<file path="config.mk">
export PLATFORM = sky130hd
export DESIGN_NAME = note_tone_gen
export DESIGN_NICKNAME = d
export VERILOG_FILES = /design/src/rtl/note_tone_gen.sv
export SDC_FILE = /design/constraint.sdc
export NUM_CORES = 1
export LEC_CHECK = 0
export BUFFER_PORTS_ARGS = -buffer_cell sky130_fd_sc_hd__buf_2
export CORE_ASPECT_RATIO = 0.9
export CORE_MARGIN = 5
export CORE_UTILIZATION = 40
export CTS_CLUSTER_SIZE = 24
export DETAILED_ROUTE_END_ITERATION = 8
export GPL_TIMING_DRIVEN = 0
export PLACE_DENSITY = 0.57
export SLEW_MARGIN = 15
export SYNTH_ARGS = -nofsm -noshare
export SYNTH_HDL_FRONTEND = slang
export SYNTH_SLANG_ARGS = --single-unit
</file>
<file path="constraint.sdc">
create_clock -name clk -period 7.55 [get_ports clk]
set_input_delay 1.1325 -clock clk [delete_from_list [all_inputs] [get_ports clk]]
set_output_delay 1.1325 -clock clk [all_outputs]
set_load 0.01 [all_outputs]
</file>
<file path="src/rtl/note_tone_gen.sv">
// note_tone_gen: MIDI note to 50%-duty square-wave tone with articulation gap on note change
// Ports:
//   clk        100 MHz system clock
//   reset      synchronous active-high reset
//   note       0 = rest, 1..127 = MIDI note number (69 = A4 = 440 Hz)
//   mute       forces audio_out low without disturbing internal state
//   audio_out  square-wave tone
//   playing    high while the tone is being generated
//   note_start one-cycle pulse on the cycle the tone starts
module note_tone_gen #(
  parameter int GAP_CYCLES = 5000000
) (
  input  logic       clk,
  input  logic       reset,
  input  logic [6:0] note,
  input  logic       mute,
  output logic       audio_out,
  output logic       playing,
  output logic       note_start
);
  localparam int GW = GAP_CYCLES > 1 ? $clog2(GAP_CYCLES) : 1;
  localparam logic [GW-1:0] GAP_LAST = GW'(GAP_CYCLES > 0 ? GAP_CYCLES - 1 : 0);
  typedef enum logic [1:0] {IDLE, GAP, PLAY} state_t;
  state_t      r_state;
  logic [6:0]  r_cur_note;
  logic [GW-1:0] r_gap_cnt;
  logic [22:0] r_phase_cnt;
  logic        r_tone;
  logic        r_note_start;
  logic [3:0]  w_semi;
  logic [3:0]  w_oct;
  logic [22:0] w_base;
  logic [22:0] w_half;
  logic        w_change;
  assign w_change = note != r_cur_note;
  assign w_semi   = 4'(r_cur_note % 7'd12);
  assign w_oct    = 4'(r_cur_note / 7'd12);
  // Octave-0 half-periods in clk cycles; each octave up halves the count.
  always_comb begin
    case (w_semi)
      4'd0:    w_base = 23'd6115610;
      4'd1:    w_base = 23'd5772367;
      4'd2:    w_base = 23'd5448389;
      4'd3:    w_base = 23'd5142595;
      4'd4:    w_base = 23'd4853963;
      4'd5:    w_base = 23'd4581531;
      4'd6:    w_base = 23'd4324390;
      4'd7:    w_base = 23'd4081680;
      4'd8:    w_base = 23'd3852593;
      4'd9:    w_base = 23'd3636364;
      4'd10:   w_base = 23'd3432270;
      4'd11:   w_base = 23'd3239632;
      default: w_base = 23'd0;
    endcase
  end
  assign w_half = w_base >> w_oct;
  always_ff @(posedge clk) begin
    if (reset) begin
      r_state      <= IDLE;
      r_cur_note   <= '0;
      r_gap_cnt    <= '0;
      r_phase_cnt  <= '0;
      r_tone       <= 1'b0;
      r_note_start <= 1'b0;
    end else begin
      r_note_start <= 1'b0;
      if (w_change) begin
        // A change always restarts articulation, even in the middle of a gap.
        r_cur_note  <= note;
        r_gap_cnt   <= '0;
        r_phase_cnt <= '0;
        r_tone      <= 1'b0;
        if (GAP_CYCLES == 0) begin
          r_state      <= note != 7'd0 ? PLAY : IDLE;
          r_note_start <= note != 7'd0;
        end else begin
          r_state <= GAP;
        end
      end else if (r_state == GAP) begin
        if (r_gap_cnt == GAP_LAST) begin
          r_state      <= r_cur_note != 7'd0 ? PLAY : IDLE;
          r_note_start <= r_cur_note != 7'd0;
          r_phase_cnt  <= '0;
          r_tone       <= 1'b0;
        end else begin
          r_gap_cnt <= r_gap_cnt + 1'b1;
        end
      end else if (r_state == PLAY) begin
        if (r_phase_cnt == w_half - 23'd1) begin
          r_tone      <= ~r_tone;
          r_phase_cnt <= '0;
        end else begin
          r_phase_cnt <= r_phase_cnt + 23'd1;
        end
      end
    end
  end
  assign playing    = r_state == PLAY;
  assign note_start = r_note_start;
  assign audio_out  = r_tone & ~mute & playing;
endmodule

</file>
# --- Yosys cells after proc, flatten, opt, wreduce, memory -nomap -nowiden ---
# Memories as Yosys holds them, arrays and structs flattened.
# Cells that the tools add are included.
classes:
  addsub: 3
  div: 2
  eq_ne: 6
  shifts: 1
  n_mux: 12
  n_bitwise: 6
  reduce_logical: 12
ops:
  columns: ["cell", "n"]
  rows:
  - ["$mux 23", 4]
  - ["$add 23x1->23 const B", 2]
  - ["$eq 23x23->1", 1]
  - ["$eq 23x23->1 const B", 1]
  - ["$shr 23x4->23", 1]
  - ["$sub 23x1->23 const B", 1]
  - ["$reduce_and 2->1", 4]
  - ["$reduce_bool 2->1", 4]
  - ["$div 7x4->7 const B", 1]
  - ["$mod 7x4->7 const B", 1]
  - ["$mux 1", 7]
  - ["$ne 7x7->1", 1]
  - ["$reduce_bool 7->1", 1]
  - ["$not 1->1", 4]
  - ["$reduce_or 4->1", 1]
  - ["$reduce_and 3->1", 1]
  - ["$and 1x1->1", 2]
  - ["$eq 2x1->1 const B", 1]
  - ["$eq 2x2->1 const B", 1]
  - ["$mux 2", 1]
  - ["$ne 2x1->1 const B", 1]
  - ["$reduce_or 2->1", 1]
totals:
  ff_bits: 57
  rom_bits: 368
  inputBits: 10
  output_inout_bits: 3
  wordCells: 50
  n_memories: 1
mem_list:
  columns: ["memory", "depth", "width", "read_ports", "rd_ports_with_merged_regs", "write_ports", "line", "text"]
  rows:
  - ["(name not given)", 16, 23, 1, 0, 0, "40", "case (w_semi)"]

# --- Longest topological paths before layout ---
# An unclocked memory read counts as a cell.
logic_depth:
  ltp_word: 8
  mapped_depth: 26

# --- Worst setup path before layout ---
# Ideal clock, no wire load.
synth_timing:
  path_type: "register to register"
  start: "register r_cur_note[0]"
  end: "register r_phase_cnt[2]"
  setup_time_ns: 0.120
  arrival_ns: 5.105
  slack_ns: 2.325
  path_stages_with_launch: 20
  n_path_buf: 2
  synth_period_minus_slack_ns: 5.225
  path_cell_list: "dfxtp_1 > inv_1 > ha_1 > clkbuf_1 > nor2_1 > o21ai_1 > a22o_1 > or4_1 > o21ai_1 > a22oi_1 > a2111o_1 > or2_1 > or4_1 > or3_1 > a21boi_2 > o2111ai_2 > o311ai_4 > buf_4 > nor4b_1 > a211o_1"
synth_via:
  elab_chain_len: 8
  word_cells_on_any_way: 11
  classes_between: "add/sub (1); div (2); eq/ne (2); shift (1); mux (3); reduce/logical (1); memory (1)"
synth_lines:
  columns: ["element", "line", "text"]
  rows:
  - ["start, declared", "25", "logic [6:0] r_cur_note;"]
  - ["start signal, assigned", "69", "r_cur_note <= note;"]
  - ["$mod 7x4->7", "36", "assign w_semi = 4'(r_cur_note % 7'd12);"]
  - ["$mem_v2 16x23", null, null]
  - ["$shr 23x4->23", "56", "assign w_half = w_base >> w_oct;"]
  - ["$sub 23x1->23", "89", "if (r_phase_cnt == w_half - 23'd1) begin"]
  - ["$eq 23x23->1", "89", null]
  - ["$mux 23", "89", null]
  - ["$mux 23", "88", "end else if (r_state == PLAY) begin"]
  - ["$mux 23", "79", "end else if (r_state == GAP) begin"]
  - ["end signal, assigned", "93", "r_phase_cnt <= r_phase_cnt + 23'd1;"]
  - ["end, declared", "27", "logic [22:0] r_phase_cnt;"]
# Parallel ways exist; a longest one is shown, timed or not. The select of a mux whose other input is x is not followed.
# A chain may end at the register's enable or synchronous reset.

# --- Worst setup path after layout ---
layout_timing:
  start: "register r_cur_note[0]"
  end: "register r_phase_cnt[19]"
# The elaborated chain is that of the path after synthesis.

==> flow_summary.json <==
{
  "status": "completed",
  "worstSetupEndpointType": "flip-flop",
  "path_max_fanout": 10,
  "mostFrequentLayoutCell": "nand2_1",
  "grt_pass1_wl_microns": 45700,
  "routed_wl_microns": 29500,
  "cts_tree": "built",
  "min_period_ps": 7060,
  "rsz0062_at_grt": "no",
  "route.detailed.drc": 0,
  "hold_viol_final": 0,
  "cts_num_sinks": 57,
  "seq_area_frac_synth_pct": 15.7,
  "area_growth_pct": 8.92,
  "nFillCells": 1957,
  "crit_chain": "inv_1, ha_1, clkbuf_1, clkbuf_1, clkbuf_1, nor2_1, o311ai_0, a31oi_1, a2111o_1, or2_1, nor4_1, nand3b_1, mux2_2, a211oi_2, o311ai_4, or4_1, o311ai_1",
  "postSynthAreaPerCell_sq_um": 6.79,
  "slew_headroom_pct": 22.8,
  "grt_max_degree": 14,
  "routabilityCongestion": 1.04,
  "grtUsageMet3_pct": 7.76,
  "mostFrequentLayoutCells": "nand2_1 (110), nor2_1 (91), a21oi_1 (74)",
  "worstPathArrival_ps": 7300,
  "vias": 8884,
  "worstMarginPinSlew_ps": 1140,
  "gr-total-overflow": 0,
  "critPathMostFrequentCell": "clkbuf_1",
  "grtUsageMet1_pct": 38.6,
  "synth-main-ff-cell": "dfxtp_1",
  "dp_hpwl_microns": 22300,
  "total_power_w": 0.00123,
  "post_cts_resized": 0,
  "start_util_pct": 40.9,
  "htreeDepth": 3,
  "async_flop_share_pct": 0,
  "max-clock-path-buffers": 2,
  "antenna_found_initial": 0,
  "worstSetupPathType": "flip-flop to flip-flop",
  "portBuffers": 12,
  "die_h_microns": 138,
  "ctsHoldBuffers": 0,
  "coreArea_sq_um": 17700,
  "grt_use_met2_pct": 39.2,
  "final_net_count": 1111,
  "grt-busiest-layer": "met2",
  "first_pass_iters": 6,
  "skew_ps": 11.1,
  "root_buffer": "clkbuf_16",
  "cts_setup_buffers": 0,
  "worstPathRequired_ps": 7780,
  "io_pins": 13,
  "ys_seq_elements": 57,
  "final_max_slew_viol_count": 0,
  "clock_latency_ps": 330,
  "grt_pass1_vias": 8003,
  "routedWlPerCell_microns": 22.1,
  "synth_cells": 1068,
  "drive_gt1_share_pct": 8.21,
  "maxCapViolCount": 0,
  "yosysWarnings": 0,
  "path_clk_slew_ps": 60,
  "n_antenna_cell": 0,
  "synth_cell_type_count": 81,
  "irDropWorstVdd_mv": 0.127,
  "cpPeakStageDelay_ps": 780,
  "synth_edf_count": 0,
  "dr.first_iter.drc_count": 1357,
  "track_usage_pct": 27.4,
  "die_w_microns": 152,
  "syn_area_sq_um": 7250,
  "hold_class": "flip-flop to flip-flop",
  "finalSetupTns_ps": 0,
  "die_area_sq_um": 20900,
  "period_share_pct": 93.6,
  "cts_buffers": 9,
  "viasPerCell": 6.65,
  "fp-row-count": 46,
  "syn-num-nets": 1088,
  "cellLeakagePower_nw": 2.69,
  "ant_nets": 0,
  "slowest_stage": "o311ai_0",
  "crit_path_start_kind": "flip-flop",
  "power_density_nw_per_um2": 156,
  "max_freq_ghz": 0.142,
  "setup_viol_count_final": 0
}
-- metal layers --
metal	up-vias	part of all wire, %
met5	-	0
met2	597	39
met3	104	13
met1	4129	44
met4	0	3.8
li1	4054	-
-- power by group --
| part | leakage (nW) | switching [W] | internal (W) |
|---|---|---|---|
| clock network | 0.135 | 0.000163 | 0.000228 |
| logic | 2.09 | 0.000357 | 0.000177 |
| registers | 0.461 | 0.00000328 | 0.000303 |
| total | 2.69 | 0.000524 | 0.000708 |
-- state kept, by name, summed over array words and instances (netlist names) --
signal       flops
r_state          2
r_tone           1
r_phase_cnt     23
r_cur_note       7
r_gap_cnt       23
note_start       1
-- layout make-up --
| class | count | area (sq um) | area share, % |
|---|---|---|---|
| plain buffers | 83 | 367 | 4.64 |
| clock buffers | 9 | 225 | 2.85 |
| clock inverters | 7 | 61.3 | 0.776 |
| inverters | 25 | 93.8 | 1.19 |
| multi-input cells | 903 | 5650 | 71.5 |
| flip-flops and latches | 57 | 1140 | 14.4 |
| well taps | 240 | 300 | 3.80 |
| repair buffers | 12 | 60.1 | 0.760 |
-- final timing paths --
path                       from              end  slack [ps]  depth (start not counted)
setup / recovery  r_cur_note[0]  r_phase_cnt[19]         490                         17
hold / removal     r_gap_cnt[1]     r_gap_cnt[1]         480                          2
setup reg to reg  r_cur_note[0]  r_phase_cnt[19]         490                         17
hold reg to reg    r_gap_cnt[1]     r_gap_cnt[1]         480                          2
-- worst max-delay path, delay by kind of cell, from the launching register on --
family / cells / cell delay [ps]
AOI/OAI and AO/OA: 6 / 2180
and+or+nand+nor: 5 / 1780
buffers and inverters: 4 / 1680
DFF: 1 / 620
adders and majority gates: 1 / 350
muxes: 1 / 350
-- Yosys cell counts, drive strengths merged (11+ instances only) --
library cell	n	area, sq um
a211o	19	166
a21o	19	143
and2	15	93.8
or2	15	93.8
buf	40	205
a22oi	13	103
a21oi	74	370
nor3	30	150
nand2	110	413
nor2	91	342
inv	24	90.1
nor2b	27	169
nand3	45	225
nand3b	13	97.6
clkbuf	43	161
dfxtp	57	1140
a211oi	22	170
o21ai	65	325
xor2	26	228
nand2b	24	150
nand4	18	113
and3	11	68.8
a31oi	20	125
xnor2	31	272
or3	15	93.8
o211ai	11	82.6
nor4	25	156
-- cell families (layout without fill, tap and decap cells) --
group / Yosys count / after routing / synth area share (%)
AOI/OAI and AO/OA: 346 / 346 / 33.2
xor gates and xnor gates: 57 / 57 / 6.88
buffers and inverters: 108 / 136 / 6.35
muxes: 12 / 12 / 1.69
and+or+nand+nor: 478 / 478 / 34.4
DFF: 57 / 57 / 15.7
adders and majority gates: 10 / 10 / 1.73
-- through the flow --
| step | area (sq um) | std cells | hold slack, ps | utilization (%) | worst slack (ps) |
|---|---|---|---|---|---|
| after floorplan | 7250 | 1068 | 448 | - | 2330 |
| after global placement | 7610 | 1320 | 469 | 42.9 | 749 |
| after CTS | 7900 | 1336 | 486 | 44.6 | 776 |
| after detailed placement | 7610 | 1320 | 478 | 42.9 | 807 |
| after global routing | 7900 | 1336 | 520 | 44.6 | 67.4 |
| final | 7900 | 1336 | 481 | 44.6 | 486 |
No activity file was read; power rests on OpenSTA's default activity.
